--- src/rtl/axi_sram_rd_pipe.sv ---
// axi_sram_rd_pipe: SRAM read-return stage. A fixed-latency tag pipeline
// captures the selected row's bank data into a FWFT beat buffer that feeds
// an AXI-style R channel; a credit counter reserves a buffer slot per read.
// Ports: clk_i, rst_ni (sync, active-low); issue_valid_i/issue_ready_o,
// issue_row_i, issue_id_i, issue_last_i start a read; bank_rdata_i is the
// raw bank data; r_valid_o/r_ready_i, r_data_o, r_id_o, r_last_o, r_resp_o
// form the R beat; credits_o shows free slots.
// Option AXI_SRAM_RD_PIPE_PARITY_EN adds bank_rpar_i (even parity per
// bank word); a mismatch at capture returns SLVERR with that beat.
module axi_sram_rd_pipe #(
  parameter int SRAM_BANKS_ROWS      = 1,
  parameter int SRAM_BANKS_COLS      = 1,
  parameter int SRAM_BANK_DATA_WIDTH = 32,
  parameter int SRAM_READ_LATENCY    = 2,
  parameter int AXI_ID_WIDTH         = 4,
  parameter int BUF_DEPTH            = SRAM_READ_LATENCY + 2
) (
  input  logic clk_i,
  input  logic rst_ni,
  input  logic issue_valid_i,
  output logic issue_ready_o,
  input  logic [(SRAM_BANKS_ROWS > 1 ?
                 $clog2(SRAM_BANKS_ROWS) : 1)-1:0] issue_row_i,
  input  logic [AXI_ID_WIDTH-1:0] issue_id_i,
  input  logic issue_last_i,
  input  logic [SRAM_BANKS_ROWS*SRAM_BANKS_COLS*
                SRAM_BANK_DATA_WIDTH-1:0] bank_rdata_i,
`ifdef AXI_SRAM_RD_PIPE_PARITY_EN
  input  logic [SRAM_BANKS_ROWS*SRAM_BANKS_COLS-1:0] bank_rpar_i,
`endif
  output logic r_valid_o,
  input  logic r_ready_i,
  output logic [SRAM_BANKS_COLS*SRAM_BANK_DATA_WIDTH-1:0] r_data_o,
  output logic [AXI_ID_WIDTH-1:0] r_id_o,
  output logic r_last_o,
  output logic [1:0] r_resp_o,
  output logic [$clog2(BUF_DEPTH+1)-1:0] credits_o
);

  localparam int LAT    = SRAM_READ_LATENCY;
  localparam int COLS   = SRAM_BANKS_COLS;
  localparam int DW     = SRAM_BANK_DATA_WIDTH;
  localparam int BEAT_W = COLS * DW;
  localparam int ROW_W  =
    SRAM_BANKS_ROWS > 1 ? $clog2(SRAM_BANKS_ROWS) : 1;
  localparam int CNT_W  = $clog2(BUF_DEPTH + 1);
  localparam int PTR_W  =
    BUF_DEPTH > 1 ? $clog2(BUF_DEPTH) : 1;

  logic [CNT_W-1:0] credits;
  logic             issue_fire;
  logic             pop;
  logic             push;

  assign issue_ready_o = (credits != '0);
  assign issue_fire    = issue_valid_i && issue_ready_o;
  assign pop           = r_valid_o && r_ready_i;
  assign credits_o     = credits;

  always_ff @(posedge clk_i) begin
    if (!rst_ni) begin
      credits <= CNT_W'(BUF_DEPTH);
    end else if (issue_fire && !pop) begin
      credits <= credits - CNT_W'(1);
    end else if (pop && !issue_fire) begin
      credits <= credits + CNT_W'(1);
    end
  end

  logic                    tag_vld  [LAT];
  logic [ROW_W-1:0]        tag_row  [LAT];
  logic [AXI_ID_WIDTH-1:0] tag_id   [LAT];
  logic                    tag_last [LAT];

  always_ff @(posedge clk_i) begin
    if (!rst_ni) begin
      for (int i = 0; i < LAT; i++) begin
        tag_vld[i] <= 1'b0;
      end
    end else begin
      tag_vld[0]  <= issue_fire;
      tag_row[0]  <= issue_row_i;
      tag_id[0]   <= issue_id_i;
      tag_last[0] <= issue_last_i;
      for (int i = 1; i < LAT; i++) begin
        tag_vld[i]  <= tag_vld[i-1];
        tag_row[i]  <= tag_row[i-1];
        tag_id[i]   <= tag_id[i-1];
        tag_last[i] <= tag_last[i-1];
      end
    end
  end

  logic [ROW_W-1:0]  cap_row;
  logic [BEAT_W-1:0] cap_data;
  logic [1:0]        cap_resp;

  assign push     = tag_vld[LAT-1];
  assign cap_row  = tag_row[LAT-1];
  assign cap_data =
    bank_rdata_i[int'(cap_row)*BEAT_W +: BEAT_W];

`ifdef AXI_SRAM_RD_PIPE_PARITY_EN
  always_comb begin
    cap_resp = 2'b00;
    for (int c = 0; c < COLS; c++) begin
      if ((^cap_data[c*DW +: DW]) !=
          bank_rpar_i[int'(cap_row)*COLS + c]) begin
        cap_resp = 2'b10;
      end
    end
  end
`else
  assign cap_resp = 2'b00;
`endif

  logic [BEAT_W-1:0]       mem_data [BUF_DEPTH];
  logic [AXI_ID_WIDTH-1:0] mem_id   [BUF_DEPTH];
  logic                    mem_last [BUF_DEPTH];
  logic [1:0]              mem_resp [BUF_DEPTH];
  logic [PTR_W-1:0]        wptr;
  logic [PTR_W-1:0]        rptr;
  logic [CNT_W-1:0]        count;

  function automatic logic [PTR_W-1:0] ptr_nxt(
    input logic [PTR_W-1:0] p
  );
    return (p == PTR_W'(BUF_DEPTH - 1)) ? '0 : p + PTR_W'(1);
  endfunction

  // Credits cap occupancy, so a push always finds a free slot.
  always_ff @(posedge clk_i) begin
    if (push) begin
      mem_data[wptr] <= cap_data;
      mem_id[wptr]   <= tag_id[LAT-1];
      mem_last[wptr] <= tag_last[LAT-1];
      mem_resp[wptr] <= cap_resp;
    end
  end

  always_ff @(posedge clk_i) begin
    if (!rst_ni) begin
      wptr  <= '0;
      rptr  <= '0;
      count <= '0;
    end else begin
      if (push) wptr <= ptr_nxt(wptr);
      if (pop)  rptr <= ptr_nxt(rptr);
      if (push && !pop) begin
        count <= count + CNT_W'(1);
      end else if (pop && !push) begin
        count <= count - CNT_W'(1);
      end
    end
  end

  // Outputs are zeroed while empty so stale entries never show.
  assign r_valid_o = (count != '0);
  assign r_data_o  = r_valid_o ? mem_data[rptr] : '0;
  assign r_id_o    = r_valid_o ? mem_id[rptr]   : '0;
  assign r_last_o  = r_valid_o && mem_last[rptr];
  assign r_resp_o  = r_valid_o ? mem_resp[rptr] : 2'b00;

endmodule

--- config.mk ---
export PLATFORM = sky130hd
export DESIGN_NAME = axi_sram_rd_pipe
export DESIGN_NICKNAME = d
export VERILOG_FILES = /design/src/rtl/axi_sram_rd_pipe.sv
export SDC_FILE = /design/constraint.sdc
export NUM_CORES = 1
export LEC_CHECK = 0
export CORE_AREA = 5 5 124 126
export CTS_CLUSTER_SIZE = 28
export DETAILED_ROUTE_END_ITERATION = 7
export DIE_AREA = 0 0 129 131
export PLACE_DENSITY = 0.75
export SLEW_MARGIN = 20
export SYNTH_ARGS = -nofsm -noshare
export SYNTH_HDL_FRONTEND = slang
export SYNTH_SLANG_ARGS = --single-unit
--- constraint.sdc ---
create_clock -name clk_i -period 2 [get_ports clk_i]
set_input_delay 0.6 -clock clk_i [delete_from_list [all_inputs] [get_ports clk_i]]
set_output_delay 0.6 -clock clk_i [all_outputs]
set_load 0.01 [all_outputs]
==> results of run 1 <==
## cells in the mapped netlist (all sizes together), types with 3 or more instances
cell type	number
ha	7
o21ai	5
mux2i	3
mux4	37
dfxtp	14
nand2	3
or3	4
edfxtp	160
and2	47
inv	7
clkbuf	9
buf	9
nor2b	35
## area by class of cell
class                           instances  area share (%)
Clock inverter                         11          0.8400
Timing Repair Buffer                  123           14.71
Inverter                                7          0.3220
Tap cell                              184           2.576
Multi-Input combinational cell        156           19.64
Clock buffer                           21           4.928
Sequential cell                       174           56.98
## worst max-delay path, delay by kind of cell (launching register included)
kind | cells | cell delay, ns
muxes | 1 | 0.50
DFF | 1 | 0.41
buffers and inverters | 3 | 0.38
and+or+nand+nor | 1 | 0.16
## through the flow
step	util, %	area, µm²	instances
floorplan	-	6962	355
global placement	57.78	8207	629
detailed placement	57.78	8207	629
CTS	62.44	8869	673
global route	62.92	8937	676
finish	62.92	8937	676
## how the worst max path moves through the flow
stage                                from               endpoint  slack (ns)  cells past startpoint
detailed placement              r_ready_i  count[2]$_SDFFE_PN0P_       -0.45                      9
global route                         flop              r_id_o[2]       -0.54                      5
CTS                                  flop           r_data_o[29]       -0.51                      6
global placement                     flop            r_data_o[9]       -0.41                      4
finish                               flop           r_data_o[26]       -0.46                      5
floorplan           count[2]$_SDFFE_PN0P_  count[2]$_SDFFE_PN0P_       -0.03                      9
## registers in the layout, summed over array words and instances, names as in the netlist, named ones only
name and flops:
tag_row 2, tag_id 8, mem_last 4, credits_o 3
rptr 2, mem_id 16, wptr 2, tag_vld 2
mem_data 128, count 3, tag_last 2
## per-layer routing
| layer | share of wire (%) | wire, µm | GRT usage [%] |
|---|---|---|---|
| met5 | 0 | 0 | 0 |
| met4 | 0.64 | 81 | 5.188 |
| met3 | 5.5 | 694 | 5.244 |
| met2 | 53 | 6623 | 27.13 |
| met1 | 41 | 5207 | 20.26 |
## power groups by stage
stage | Clock (mW) | Combinational [mW] | Sequential, mW
2_1_floorplan | 0 | 1.93 | 4.29
3_3_place_gp | 0 | 3.67 | 4.30
3_5_place_dp | 0 | 3.71 | 4.31
4_1_cts | 2.95 | 4.34 | 4.26
5_1_grt | 3.13 | 4.83 | 4.28
6_report | 2.89 | 4.47 | 4.26
## kinds of logic after synthesis
| group | Yosys count |
|---|---|
| mux | 40 |
| simple gates | 95 |
| other cells | 1 |
| flops | 174 |
| compound gates | 6 |
| fa+ha+maj | 9 |
| buf+inv | 25 |
| xor+xnor | 4 |
## timing repair
| item | 4_1_cts | 5_1_grt |
|---|---|---|
| gates resized for setup | 219 | 19 |
| endpoints found under the setup margin | 43 | 44 |
| pin swaps | 38 | 4 |
| buffers inserted | 11 | 4 |
| cloned | 2 | 0 |
| hold endpoints to repair | 0 | 0 |
==> results.rst, run 1 <==
.. list-table::
   :header-rows: 1

   * - Metric
     - Value
   * - Setup Total Neg Slack
     - -15.76 ns
   * - Nets
     - between 500 and 600
   * - Aggregate global routing overflow
     - 0
   * - Number of violations of the max-capacitance limit
     - 0
   * - CTS tree
     - built
   * - Final-report setup violation count
     - 41
   * - Switching part of the total power
     - a little over a quarter
   * - Multiplexer area fraction after synthesis
     - around 13%
   * - Count of hold-fix buffers inserted at cts
     - 0
   * - Internal power
     - about 8.6 mW
   * - Most repeated library cell on the critical path
     - sky130_fd_sc_hd__buf_12
   * - Starting density of the core
     - between 40 and 50%
   * - Die extent in y
     - 131 µm
   * - DP Wirelength
     - around 7700 µm
   * - H-tree lvl count
     - 4
   * - Maximum achievable frequency
     - between 400 and 500 MHz
   * - Mean post-synth cell area
     - 19.54 µm²
   * - Top cell type by total area after synthesis
     - sky130_fd_sc_hd__edfxtp_1
   * - Total global-route track usage
     - 16.21%
   * - Placement row count
     - between 40 and 50
   * - Clk pwr share
     - 24.9%
   * - Vias/cell
     - just over 5
   * - Global-route wire length before repair
     - between 20000 and 25000 µm
   * - Reg2reg path depth
     - 10
   * - Combinational power share
     - about two fifths
   * - Overall power consumption
     - 11.62 mW
   * - Diodes inserted
     - 0
   * - Average detailed-routed wire length per instance
     - ~19 µm
   * - Final-layout fill cell count
     - 1017
   * - Fraction of synthesized cell area in xor and xnor cells
     - less than 1%
   * - Most common cell after layout, fill and taps aside
     - sky130_fd_sc_hd__edfxtp_1
   * - Final critical-path share of the clock period
     - 123.2%
   * - Master cell of the clock root buffer
     - sky130_fd_sc_hd__clkbuf_16
   * - Worst-path clk slew
     - 0.06 ns
   * - Horizontal die dimension
     - between 100 and 150 µm
   * - Antenna viol nets, final
     - 0
   * - Number of enable-type register cells in the synthesized netlist
     - 160
   * - Clock tree skew after final layout
     - between 0.01 and 0.015 ns
   * - Number of port buffers
     - slightly above 80
   * - Layout-stage area growth over the synthesis result
     - 29.21%
   * - Smallest hold slack
     - 0.4191 ns
   * - Number of vias in the routed layout
     - 3468
   * - Final min period
     - 2.464 ns
   * - Fin. Hold Viols
     - 0
   * - Die ar.
     - 16900 µm²
   * - Worst-path maximum fanout
     - 6
   * - Share of cells above drive strength 1
     - approximately 37%
   * - Detailed-route DRC error count
     - 0
   * - RR Startpoint
     - count[1]$_SDFFE_PN0P_
   * - Critical Path, Cell by Cell
     - buf_12, buf_12, mux4_2, and2_4, buf_6
   * - Setup repair after global routing missed its margin
     - true
   * - Share of the synthesized area in compound gates (AO/OA/AOI/OAI)
     - 0.4703%
   * - Category of the most critical setup path
     - reg2out
   * - Via count of the first global-routing pass
     - approximately 3900
   * - Number of buffers on the longest clock path
     - 2
   * - Crit path capture type
     - primary output
   * - Register cell area after layout
     - 5092 µm²
   * - Leading cell types in the layout, fill and taps excluded
     - sky130_fd_sc_hd__edfxtp_1, sky130_fd_sc_hd__clkdlybuf4s50_1, sky130_fd_sc_hd__mux4_2
   * - Critical Path Slowest Stage Cell
     - sky130_fd_sc_hd__mux4_2
   * - Largest family of logic cells by synthesized area
     - multiplexers
   * - Synthesis warning total
     - 0
   * - Worst-case register-to-register setup slack
     - -0.26 ns
   * - Mapped Area
     - 6917 µm²
   * - Drt pass-1 iters
     - 4
   * - Min-delay src
     - tag_id[0][1]$_DFFE_PP_
   * - Outcome
     - complete, but fails checks
   * - Register area share after synthesis
     - around 74%
   * - Post-synthesis cell count
     - about 350
   * - #FFs+latches synth
     - 174
   * - Largest net degree at the start of global routing
     - 38
   * - Number of different library cells in the post-synthesis netlist
     - 27
   * - Most used DFF post-synth
     - sky130_fd_sc_hd__edfxtp_1
   * - Maximum ir drop on the vdd rail
     - a little under 0.0007 V
   * - Critical Path Max Stage Delay
     - around 0.50 ns
   * - Worst hold path stage count
     - 0
   * - Required time of the worst setup path
     - 1.40 ns
   * - Slew @ Worst Pin
     - 1.067 ns
   * - Number of antenna violations at the first check in global routing
     - 0
   * - Arrival time of the worst setup path
     - ~1.9 ns
   * - Terminating pin of the worst hold path
     - tag_id[0][5]$_DFFE_PP_
   * - Violations in the final reports
     - negative setup slack
   * - Placer congestion estimate
     - between 0.6 and 0.7
   * - Type of the most critical hold path
     - reg2reg
   * - Cell leakage power
     - ~3.1 nW
   * - Clock buffer count from CTS
     - 17
   * - Setup slack of the critical path after layout
     - -0.4638 ns
   * - First DRT Iteration DRCs
     - slightly above 300
   * - Switching pwr
     - 3.043 mW
   * - Area occupied by multi-input gates
     - 1755 µm²
   * - Proportion of netlist area held by the largest area contributor
     - between 60% and 70%
   * - Core box area
     - about 14000 µm²
   * - Headroom to the max-slew limit
     - ~29%
   * - Reg2reg end
     - count[2]$_SDFFE_PN0P_
   * - Clk sinks
     - approximately 170
   * - Post-Place Setup Slack
     - -0.4518 ns
   * - Cell types with the largest area share after synthesis
     - sky130_fd_sc_hd__edfxtp_1, sky130_fd_sc_hd__mux4_2, sky130_fd_sc_hd__and2_1
   * - Share of synthesized registers carrying an async set or reset
     - 0%
   * - Type of element launching the critical path
     - flop
   * - Final Routed Wirelength
     - approximately 13000 µm
   * - Post-synthesis share of cell area spent on and, or, nand and nor gates
     - ~8.4%
   * - Sequential group share of total power
     - about 37%
   * - Power Dens Cells
     - 1301 nW/µm²
   * - IO Pins
     - 86
   * - Share of synthesized cell area in full adder, half adder and majority cells
     - between 1.5 and 2%
   * - Latest clock arrival within the worst-skew pair
     - roughly 0.42 ns
   * - Number of max-slew violations in the final report
     - 0
Power figures use the tool's default switching activity.
==> inputs of run 2 (changes only) <==
--- a/config.mk
+++ b/config.mk
@@ -9,7 +9,9 @@
 export CTS_CLUSTER_SIZE = 28
 export DETAILED_ROUTE_END_ITERATION = 7
 export DIE_AREA = 0 0 129 131
+export GPL_ROUTABILITY_DRIVEN = 0
 export PLACE_DENSITY = 0.75
+export SETUP_SLACK_MARGIN = 0.02
 export SLEW_MARGIN = 20
 export SYNTH_ARGS = -nofsm -noshare
 export SYNTH_HDL_FRONTEND = slang
==> results.rst, run 2 (same netlist as run 1, synthesis figures left out) <==
.. list-table::
   :header-rows: 1

   * - Metric
     - Value
   * - Type of the most critical hold path
     - reg2reg
   * - Count of hold-fix buffers inserted at cts
     - 0
   * - Met3 wire length
     - between 700 and 800 µm
   * - Antenna viol nets, final
     - 0
   * - Average detailed-routed wire length per instance
     - 18.64 µm
   * - Clock tree skew after final layout
     - about 0.012 ns
   * - Clock buffer count from CTS
     - 17
   * - Final Routed Wirelength
     - 12600 µm
   * - Critical Path Slowest Stage Cell
     - sky130_fd_sc_hd__mux4_2
   * - DP Wirelength
     - about 7700 µm
   * - Headroom to the max-slew limit
     - 28.88%
   * - Diodes inserted
     - 0
   * - Maximum ir drop on the vdd rail
     - 0.0006836 V
   * - Leading cell types in the layout, fill and taps excluded
     - sky130_fd_sc_hd__edfxtp_1, sky130_fd_sc_hd__clkdlybuf4s50_1, sky130_fd_sc_hd__mux4_2
   * - Most repeated library cell on the critical path
     - sky130_fd_sc_hd__buf_12
   * - Global-route wire length before repair
     - between 20000 and 25000 µm
   * - Core box area
     - between 10000 and 15000 µm²
   * - Worst-path maximum fanout
     - 6
   * - CTS tree
     - built
   * - Number of vias in the routed layout
     - 3468
   * - Number of violations of the max-capacitance limit
     - 0
   * - Number of antenna violations at the first check in global routing
     - 0
   * - Maximum achievable frequency
     - ~400 MHz
   * - Largest net degree at the start of global routing
     - 38
   * - Number of flip-flops under the largest register name
     - ~130
   * - Setup Total Neg Slack
     - -15.76 ns
   * - IO Pins
     - 86
   * - Setup slack of the critical path after layout
     - -0.4638 ns
   * - Latest clock arrival within the worst-skew pair
     - approximately 0.42 ns
   * - Horizontal die dimension
     - roughly 130 µm
   * - Setup repair after global routing missed its margin
     - true
   * - Category of the most critical setup path
     - reg2out
   * - Post-layout utilization of the core
     - 62.91%
   * - Post-Place Setup Slack
     - -0.4518 ns
   * - Starting density of the core
     - 48.70%
   * - Vias/cell
     - just over 5
   * - Cell leakage power
     - between 3 and 4 nW
   * - Die extent in y
     - between 100 and 150 µm
   * - Fin. Hold Viols
     - 0
   * - Number of buffers on the longest clock path
     - 2
   * - First DRT Iteration DRCs
     - between 300 and 400
   * - Final critical-path share of the clock period
     - 123.2%
   * - Via count of the first global-routing pass
     - 3857
   * - Layout-stage area growth over the synthesis result
     - 29.18%
   * - Crit path capture type
     - primary output
   * - Number of max-slew violations in the final report
     - 0
   * - CP bufs+invs
     - 3
   * - Critical Path Max Stage Delay
     - ~0.5 ns
   * - Final-report setup violation count
     - a little over 40
   * - Top register by number of flip-flops
     - mem_data
   * - Detail Route met2 WL
     - around 6600 µm
   * - Outcome
     - complete, but fails checks
   * - Required time of the worst setup path
     - 1.40 ns
   * - Slew @ Worst Pin
     - around 1.1 ns
   * - Clk sinks
     - about 170
   * - Aggregate global routing overflow
     - 0
   * - Most common cell after layout, fill and taps aside
     - sky130_fd_sc_hd__edfxtp_1
   * - Number of port buffers
     - between 80 and 90
   * - H-tree lvl count
     - 4
   * - Total global-route track usage
     - between 10% and 20%
   * - Worst-path clk slew
     - ~0.060 ns
   * - M1 wire length
     - approximately 5200 µm
   * - Arrival time of the worst setup path
     - between 1.5 and 2 ns
   * - Placement row count
     - 44
   * - Smallest hold slack
     - 0.4191 ns
   * - Final-layout fill cell count
     - just over 1000
   * - Drt pass-1 iters
     - 4
   * - Die ar.
     - 16900 µm²
   * - Registers with the highest flip-flop counts
     - mem_data (128), mem_id (16), tag_id (8)
   * - Share of cells above drive strength 1
     - approximately 37%
   * - Critical Path, Cell by Cell
     - buf_12, buf_12, mux4_2, and2_4, buf_6
   * - Overall power consumption
     - approximately 12 mW
   * - Detailed-route DRC error count
     - 0
   * - Highest metal layer with signal wires
     - met4
   * - Nets
     - 530
   * - Power Dens Cells
     - 1300 nW/µm²
   * - Cell family contributing the most delay on the critical path
     - multiplexers
   * - Final min period
     - around 2.5 ns
   * - Type of element launching the critical path
     - flop
   * - Master cell of the clock root buffer
     - sky130_fd_sc_hd__clkbuf_16
   * - Violations in the final reports
     - negative setup slack
## run 2: metrics by stage
stage | instance area, µm² | instances
floorplan | 6962 | 355
global placement | 8207 | 629
detailed placement | 8207 | 629
CTS | 8867 | 673
global route | 8935 | 676
finish | 8935 | 676
## run 2: layout make-up
cell class | instances | area (µm²) | share of cell area, %
tap | 184 | 230.2 | 2.577
timing repair buffer | 123 | 1314 | 14.70
clock inverter | 11 | 75.07 | 0.8402
inverter | 7 | 28.78 | 0.3221
sequential | 174 | 5091 | 56.98
multi-input combinational | 156 | 1755 | 19.65
clock buffer | 21 | 440.4 | 4.929
## run 2: per-layer routing
layer / track usage (%) / up-vias
met5: 0 / -
met4: 5.188 / 0
met3: 5.244 / 6
met2: 27.13 / 100
met1: 20.26 / 1760
li1: - / 1602
## run 2: final timing paths
path	startpoint	cells past startpoint	end	slack [ns]
setup / recovery	flop	5	r_data_o[26]	-0.46
hold / removal	tag_id[0][1]$_DFFE_PP_	0	tag_id[0][5]$_DFFE_PP_	0.42
hold reg to reg	tag_id[0][1]$_DFFE_PP_	0	tag_id[0][5]$_DFFE_PP_	0.42
setup reg to reg	count[1]$_SDFFE_PN0P_	10	count[2]$_SDFFE_PN0P_	-0.26
## run 2: power by group
part | leakage [nW] | total, mW | internal, mW | switching (mW)
clock | 0.258 | 2.89 | 1.68 | 1.21
sequential | 1.59 | 4.26 | 4.15 | 0.111
combinational | 1.26 | 4.47 | 2.75 | 1.72
total | 3.11 | 11.6 | 8.58 | 3.04
## run 2: what timing repair did
action / in CTS / in global routing
pin swaps: 38 / 4
cloned: 2 / 0
setup buffers: 11 / 4
resized for setup: 220 / 18
setup endpoints to repair: 44 / 43
==> inputs of run 3 (changes only) <==
--- a/config.mk
+++ b/config.mk
@@ -5,10 +5,10 @@
 export SDC_FILE = /design/constraint.sdc
 export NUM_CORES = 1
 export LEC_CHECK = 0
-export CORE_AREA = 5 5 124 126
+export CORE_AREA = 5 5 158 100
 export CTS_CLUSTER_SIZE = 28
 export DETAILED_ROUTE_END_ITERATION = 7
-export DIE_AREA = 0 0 129 131
+export DIE_AREA = 0 0 163 105
 export GPL_ROUTABILITY_DRIVEN = 0
 export PLACE_DENSITY = 0.75
 export SETUP_SLACK_MARGIN = 0.02
==> results.rst, run 3 (same netlist as run 1, synthesis figures left out) <==
.. list-table::
   :header-rows: 1

   * - Metric
     - Value
   * - Outcome
     - complete, but fails checks
   * - Violations in the final reports
     - negative setup slack
   * - Antenna viol nets, final
     - 0
   * - Aggregate global routing overflow
     - 0
   * - Starting density of the core
     - slightly below 50%
   * - Cell leakage power
     - between 3 and 4 nW
   * - Latest clock arrival within the worst-skew pair
     - 0.42 ns
   * - Number of buffers on the longest clock path
     - 2
   * - Number of instances in the placed design
     - between 600 and 700
   * - Combinational power share
     - 36.7%
   * - Required time of the worst setup path
     - between 1 and 1.5 ns
   * - Standard cell area after detailed placement
     - around 8200 µm²
   * - Nets
     - about 530
   * - Worst-case register-to-register setup slack
     - -0.27 ns
   * - Drt pass-1 iters
     - 6
   * - Final-report setup violation count
     - 42
   * - First DRT Iteration DRCs
     - ~220
   * - H-tree lvl count
     - 4
   * - Number of antenna violations at the first check in global routing
     - 0
   * - Number of port buffers
     - 83
   * - Average detailed-routed wire length per instance
     - slightly above 20 µm
   * - CTS tree
     - built
   * - Top register by number of flip-flops
     - mem_data
   * - Worst hold path stage count
     - 0
   * - Share of cells above drive strength 1
     - between 30 and 40%
   * - Final Cell Area
     - between 9000 and 10000 µm²
   * - Global-route wire length before repair
     - between 20000 and 25000 µm
   * - Total global-route track usage
     - 17.45%
   * - Setup Total Neg Slack
     - -17.55 ns
   * - Most common cell after layout, fill and taps aside
     - sky130_fd_sc_hd__edfxtp_1
   * - RR Startpoint
     - count[2]$_SDFFE_PN0P_
   * - Core box area
     - 14120 µm²
   * - IO Pins
     - 86
   * - Final min period
     - about 2.5 ns
   * - Worst-path maximum fanout
     - 5
   * - Sequential group share of total power
     - between 30% and 40%
   * - Crit path capture type
     - primary output
   * - Switching part of the total power
     - approximately 28%
   * - Diodes inserted
     - 0
   * - Die ar.
     - about 17000 µm²
   * - Min-delay src
     - tag_id[0][2]$_DFFE_PP_
   * - Fin. Hold Viols
     - 0
   * - Final cell count without fillers
     - between 600 and 700
   * - Largest net degree at the start of global routing
     - 29
   * - Clock tree skew after final layout
     - roughly 0.011 ns
   * - Setup slack of the critical path after layout
     - -0.5303 ns
   * - Category of the most critical setup path
     - reg2out
   * - Reg2reg path depth
     - 10
   * - Number of max-slew violations in the final report
     - 0
   * - Switching pwr
     - around 3.3 mW
   * - Placement row count
     - 34
   * - Maximum achievable frequency
     - ~400 MHz
   * - Number of vias in the routed layout
     - around 3600
   * - DP Wirelength
     - between 8000 and 9000 µm
   * - Number of violations of the max-capacitance limit
     - 0
   * - Clock buffer count from CTS
     - 17
   * - Via count of the first global-routing pass
     - ~3900
   * - Reg2reg end
     - count[2]$_SDFFE_PN0P_
   * - Internal power
     - 8.623 mW
   * - Registers with the highest flip-flop counts
     - mem_data (128), mem_id (16), tag_id (8)
   * - Final Routed Wirelength
     - 14350 µm
   * - Horizontal die dimension
     - 163 µm
   * - Type of the most critical hold path
     - reg2reg
   * - Type of element launching the critical path
     - flop
   * - Clk sinks
     - 174
   * - Detailed-route DRC error count
     - 0
   * - Clk pwr share
     - approximately 28%
   * - Number of flip-flops under the largest register name
     - approximately 130
   * - Final critical-path share of the clock period
     - 126.5%
   * - Layout-stage area growth over the synthesis result
     - 30.41%
   * - Leading cell types in the layout, fill and taps excluded
     - sky130_fd_sc_hd__edfxtp_1, sky130_fd_sc_hd__clkdlybuf4s50_1, sky130_fd_sc_hd__mux4_2
   * - Arrival time of the worst setup path
     - around 1.9 ns
   * - Die extent in y
     - 105 µm
   * - Maximum ir drop on the vdd rail
     - roughly 0.00074 V
   * - Terminating pin of the worst hold path
     - tag_id[0][6]$_DFFE_PP_
   * - Setup repair after global routing missed its margin
     - true
   * - Vias/cell
     - approximately 5.2
   * - Worst-path clk slew
     - ~0.07 ns
   * - Power Dens Cells
     - 1319 nW/µm²
   * - Master cell of the clock root buffer
     - sky130_fd_sc_hd__clkbuf_16
## run 3: per-layer routing
| metal | routed length [µm] | GRT usage, % | up-vias |
|---|---|---|---|
| met2 | 7056 | 28.34 | 125 |
| met5 | 0 | 0 | - |
| met1 | 6256 | 23.95 | 1879 |
| met4 | 156 | 4.189 | 0 |
| li1 | - | - | 1614 |
| met3 | 879 | 4.524 | 17 |
## run 3: final cells by class
type | instances | area (µm²)
Fill cell | 997 | 5104
Multi-Input combinational cell | 156 | 1762
Timing Repair Buffer | 127 | 1297
Clock buffer | 19 | 432.9
Inverter | 7 | 28.78
Tap cell | 198 | 247.7
Sequential cell | 174 | 5095
Clock inverter | 13 | 156.4
## run 3: timing repair
action | CTS | global route
gates cloned | 4 | 0
pin swaps | 20 | 14
resized for setup | 211 | 23
setup buffers | 7 | 9
hold buffers | 0 | 0
endpoints found under the setup margin | 44 | 43
## run 3: worst max path at each step
stage | from | to | slack (ns) | depth (start not counted)
detailed placement | r_ready_i | count[2]$_SDFFE_PN0P_ | -0.48 | 9
finish | flop | r_data_o[30] | -0.53 | 6
global placement | flop | r_data_o[2] | -0.41 | 4
global route | flop | r_data_o[30] | -0.60 | 6
floorplan | count[2]$_SDFFE_PN0P_ | count[2]$_SDFFE_PN0P_ | -0.03 | 9
CTS | flop | r_id_o[2] | -0.57 | 6
## run 3: stage by stage
stage          power (mW)  util (%)  setup slack, ns  hold slack, ns
6_report            11.90     63.86          -0.5303          0.4266
5_1_grt             12.47     63.86          -0.5972          0.4357
4_1_cts             11.72     63.09          -0.5743          0.4273
3_5_place_dp        7.939     58.07          -0.4785          0.4064
3_3_place_gp        7.877     58.07          -0.4080          0.4049
2_1_floorplan       6.221         -         -0.02857          0.4003
## run 3: critical path, cell delays in order, from the launching register on
cell and delay, ns:
sky130_fd_sc_hd__dfxtp_4 0.39, sky130_fd_sc_hd__buf_6 0.12, sky130_fd_sc_hd__buf_12 0.11, sky130_fd_sc_hd__buf_16 0.12, sky130_fd_sc_hd__mux4_2 0.49, sky130_fd_sc_hd__and2_1 0.14
sky130_fd_sc_hd__buf_2 0.13
## run 3: power by group through the flow
stage	Clock (mW)	Sequential, mW	Combinational [mW]
2_1_floorplan	0	4.29	1.93
3_3_place_gp	0	4.31	3.57
3_5_place_dp	0	4.32	3.62
4_1_cts	3.31	4.26	4.15
5_1_grt	3.49	4.28	4.71
6_report	3.27	4.26	4.37
==> patch 1: new RTL, settings of run 1 <==
Build with the macro `AXI_SRAM_RD_PIPE_PARITY_EN` defined.
--- a/src/rtl/axi_sram_rd_pipe.sv
+++ b/src/rtl/axi_sram_rd_pipe.sv
@@ -7,6 +7,8 @@
 // form the R beat; credits_o shows free slots.
 // Option AXI_SRAM_RD_PIPE_PARITY_EN adds bank_rpar_i (even parity per
 // bank word); a mismatch at capture returns SLVERR with that beat.
+`define AXI_SRAM_RD_PIPE_PARITY_EN
+
 module axi_sram_rd_pipe #(
   parameter int SRAM_BANKS_ROWS      = 1,
   parameter int SRAM_BANKS_COLS      = 1,
Interface: changed (added bank_rpar_i); port bits go from 86 to 87. The function was not compared with the original's and may differ.
==> patch 1 against run 1 <==
  * The flow still finishes with violations (negative setup slack)
  * Area after synthesis up 5.0%
  * Total power up 8.9%
  * Setup slack worse by 0.021 ns
  * Sequential cell count up 4
  * Wire length up 19%
  * Global-route usage up 2.9 points
  * Cell area up 8.6%
  * Maximum frequency down 0.84%
  * Largest power group unchanged
==> patch 1: results (changes against run 1) <==
The logs give 0.7071 (+5.4%) for the placer congestion estimate and 658 um (-5.2%) for the wire length on met3. The adder and majority cell fraction of the synthesized area is 1.758% (-0.087 points). By area the synthesized netlist is led by edfxtp_1 68%, mux4_2 12%, and2_1 4.1%, dfxtp_1 3.9%, xnor2_1 3.5%. The number of nets in the finished design was 570 (+7.5%).

The tools report the endpoint arrival time on the critical path as 1.88 ns (+0.02 ns). The run finished, with violations left. The final critical-path setup slack is -0.4846 ns (-0.02085 ns), and the proportion of cell area occupied by multi-input gates is 23.83% (+4.2 points). The number of failing setup endpoints in the final timing report was 42 (+2.4%); the maximum vdd ir drop was 0.7771 mV (+14%).

The clock-cell share of area is 6.241% (+0.47 points). The xor and xnor fraction of the mapped netlist area is 4.343% (+3.8 points), and the total internal power is 9.172 mW (+6.9%). The unique cell type count in the Yosys netlist came out at 24 (-11%). The layout cell share with drive strength beyond 1 was 43.69% (+6.7 points). The final sum of negative setup slack is -16.96 ns (-1.198 ns), and the synthesized-area fraction occupied by ao, oa, aoi and oai cells is 0.4826% (+0.012 points).

The register-to-register setup slack was -0.21 ns (+0.05 ns). The sequential cell area was 5213 sq um (+2.4%). The number of enable-type register cells in the synthesized netlist works out to 164 (+2.5%). The worst-case clock skew came out at 0.007288 ns (-0.004324 ns). For hold timing, the worst endpoint is tag_row[0][1].

The total number of sequential cells came out at 178 (+2.3%). Grouping stages by cell kind, the critical path spends the most delay in multiplexers. Number of cells traversed by the worst register-to-register path: 9 (-1). For the violation count after the first detailed-routing iteration, the log shows 337 (+9.8%).

The number of non-clock buffers in the layout is 126 (+2.4%), and the fill cell total of the finished layout is 915 (-10%). The final reports fail on negative setup slack. For the post-route met1 wirelength, the log shows 6035 um (+16%). The number of multi-input combinational cells in the layout was 189 (+21%); the via-per-instance ratio was 5.415 (+5.6%). In this run the worst setup path terminates at r_data_o[13].

The largest fanout of any net on the critical path was 8 (+2). The total global-route track usage is 19.10% (+2.9 points), and the number of input and output port buffers inserted is 85 (+2.4%). The inverter count is 6 (-1). The mux cell area share after synthesis is 12.20% (-0.66 points). The commonest cells after synthesis are 164 x edfxtp_1, 47 x and2_1, 38 x mux4_2. The worst hold path depth was 0 (unchanged); the pin count of the biggest net entering global routing was 39 (+2.6%). The routed wire length on met2 is 7917 um (+20%). The tools report the met2 demand-to-capacity share in global routing as 32.41% (+5.3 points). The run gives 3.902% (-1.3 points) as the met3 capacity usage during global routing. The startpoint identified for the worst register-to-register timing path is count[2]. The run gives 9003 um (+17%) as the post-detailed-placement half-perimeter wirelength. The final routed wirelength across all metal layers is 14980 um (+19%), and the number of global-route vias before repair is 4190 (+8.6%). The global-route track usage on met1 came out at 24.29% (+4.0 points).

The non-clock buffer share of cell area was 13.60% (-1.1 points). The worst hold path begins at tag_row[0][0]. Transition at the pin with the smallest max-transition slack: 1.024 ns (-0.04347 ns). For the number of detailed-routing iterations run before antenna repair, the log shows 4 (unchanged). For the fraction of the yosys area taken by sequential cells, the log shows 71.70% (-1.8 points).

Wire length of the first global-routing pass: 23350 um (+16%). The static power due to leakage was 3.468 nW (+12%).
## patch 1: through the flow
stage / hold slack [ns] / instances / power, mW / worst slack (ns) / area [sq um]
floorplan: 0.4003 / 390 / 6.364 / 0.003433 / 7295
global route: 0.4264 / 715 / 13.23 / -0.5512 / 9703
CTS: 0.4202 / 717 / 12.63 / -0.5726 / 9646
detailed placement: 0.4052 / 671 / 8.238 / -0.8499 / 8636
global placement: 0.4027 / 671 / 8.172 / -0.8065 / 8636
finish: 0.4225 / 715 / 12.66 / -0.4846 / 9703
## patch 1: power by group through the flow
stage               logic [mW]  clock network [mW]  registers [mW]
global placement          3.75                   0            4.42
CTS                       4.85                3.41            4.37
floorplan                 1.96                   0            4.41
global route              5.25                3.58            4.39
finish                    4.92                3.36            4.38
detailed placement        3.80                   0            4.44
## patch 1: repair_timing
item | 4_1_cts | 5_1_grt
hold buffers | 0 | 0
gates resized for setup | 280 | 56
pin swaps | 63 | 21
cloned | 5 | 0
setup endpoints to repair | 46 | 48
buffers inserted | 9 | 1
==> patch 2: new RTL, config.mk and constraints of run 1 <==
Made on the original files. Register the output `credits_o` once more, cleared by the reset; this adds one clock of latency there. The other outputs are not delayed to match.
--- a/src/rtl/axi_sram_rd_pipe.sv
+++ b/src/rtl/axi_sram_rd_pipe.sv
@@ -55,7 +55,13 @@
   assign issue_ready_o = (credits != '0);
   assign issue_fire    = issue_valid_i && issue_ready_o;
   assign pop           = r_valid_o && r_ready_i;
-  assign credits_o     = credits;
+  always_ff @(posedge clk_i) begin
+    if (!rst_ni) begin
+      credits_o <= '0;
+    end else begin
+      credits_o <= credits;
+    end
+  end
 
   always_ff @(posedge clk_i) begin
     if (!rst_ni) begin
Behaviour: not the same (a bounded check fails within 4 cycles, from zero or initial values and one cycle with rst_ni low).
==> patch 2 against run 1 <==
  * The run still ends with negative setup slack left
  * Sequential cell count is 3 higher
  * Critical path depth is 1 higher
  * Wire length is 4.5% higher
  * Die area stayed put
  * Cell area is 2.0% higher
  * Setup slack better by 0.0090 ns
  * Register-to-register slack worse by 0.03 ns
  * Total power is 5.4% higher
  * Area after synthesis is 1.1% higher
  * Critical endpoint is now r_data_o[0]
==> patch 2: results (changes against run 1) <==
The worst-case clock skew was 0.007090 ns (-0.004522 ns); the fraction of the yosys area taken by sequential cells was 73.55% (about the same). The checks that failed: negative setup slack. The met2 demand-to-capacity share in global routing is 28.78% (+1.6 points), and the sequential cell area is 5154 sq um (+1.2%).

The run gives -0.4548 ns (+0.008962 ns) as the final critical-path setup slack. The count of clock-net buffers in the final layout is 22 (+4.8%). Post-route cell area: 9112 sq um (+2.0%). The run gives 1.85 ns as the endpoint arrival time on the critical path.

The maximum cell stage delay along the critical path came out at 0.47 ns (-0.03 ns). The tools report the instance count after placement with tap cells included as 636 (+1.1%). For the number of global-route vias before repair, the log shows 3863 (+0.16%). The run gives 15 (+4) as the count of buffers added by post-CTS timing repair for setup. The total global-route track usage came out at 17.01% (+0.80 points). Final routed wirelength across all metal layers: 13170 um (+4.5%). Placer congestion estimate: 0.6736 (+0.39%). The static power due to leakage came out at 3.188 nW (+2.8%). The placed cell area is 8218 sq um (+0.14%). For the wire length on met3, the log shows 760 um (+9.5%). The fill cell total of the finished layout was 998 (-1.9%). In this run the most critical hold path is launched from tag_id[0][2].

The tools report the destination of the critical timing path as r_data_o[0]. The average size of a mapped cell was 19.43 sq um (-0.55%); the via-per-instance ratio was 5.148 (+0.36%). Largest fanout of any net on the critical path: 4 (-2). The post-CTS resize count is 217 (-0.91%). The number of multi-input combinational cells in the layout was 159 (+1.9%); the worst hold-check slack was 0.4179 ns (-0.001130 ns).

The transition at the pin with the smallest max-transition slack is 1.047 ns (-0.02012 ns). The path with the worst hold slack has its endpoint at tag_id[0][6]. The flow ran to the end, but the final reports show violations.

By area the synthesized netlist is led by edfxtp_1 69%, mux4_2 9.7%, dfxtp_1 4.9%, and2_1 4.5%, nor2b_1 3.1%. The met3 capacity usage during global routing was 4.065% (-1.2 points). The number of failing setup endpoints in the final timing report was 41 (unchanged).

By count the netlist is led by 160 x edfxtp_1, 50 x and2_1, 35 x nor2b_1. The number of non-clock buffers in the layout is 128 (+4.1%). The slowest stage of the critical path belongs to the cell mux4_2.

The non-clock buffer share of cell area is 14.05% (-0.67 points). The violation count after the first detailed-routing iteration is 282 (-8.1%), and the register-to-register setup slack is -0.29 ns (-0.03 ns). The final sum of negative setup slack was -16.13 ns (-0.3714 ns); the number of nets in the finished design was 541 (+2.1%). The post-detailed-placement half-perimeter wirelength came out at 7706 um (+0.36%). The run gives 0.6531 mV (-4.5%) as the maximum vdd ir drop.

The pre-CTS setup slack is -0.4557 ns (-0.003965 ns). The layout cell share with drive strength beyond 1 is 38.77% (+1.8 points). The tools report the combined area of the multi-input logic cells as 1794 sq um (+2.2%).
## patch 2: changes by cell type after synthesis
| cell | before | now |
|---|---|---|
| and2_1 | 47 | 50 |
| dfxtp_1 | 14 | 17 |
## patch 2: logic make-up (layout without fill, tap and decap cells)
| family | Yosys count | in the layout | share of synthesized area, % |
|---|---|---|---|
| adders and majority gates | 9 | 9 | 1.824 |
| DFF | 177 | 177 | 73.55 |
| AOI/OAI and AO/OA | 6 | 6 | 0.4650 |
| muxes | 40 | 40 | 12.72 |
| other | 1 | 2 | 0.05361 |
| xor gates and xnor gates | 4 | 4 | 0.5009 |
| and+or+nand+nor | 98 | 98 | 8.567 |
| buffers and inverters | 25 | 167 | 2.325 |
## patch 2: where the power goes
part	switching [mW]	internal, mW	leakage [nW]
clock network	1.25	2.21	0.304
logic	1.76	2.70	1.27
registers	0.0962	4.23	1.61
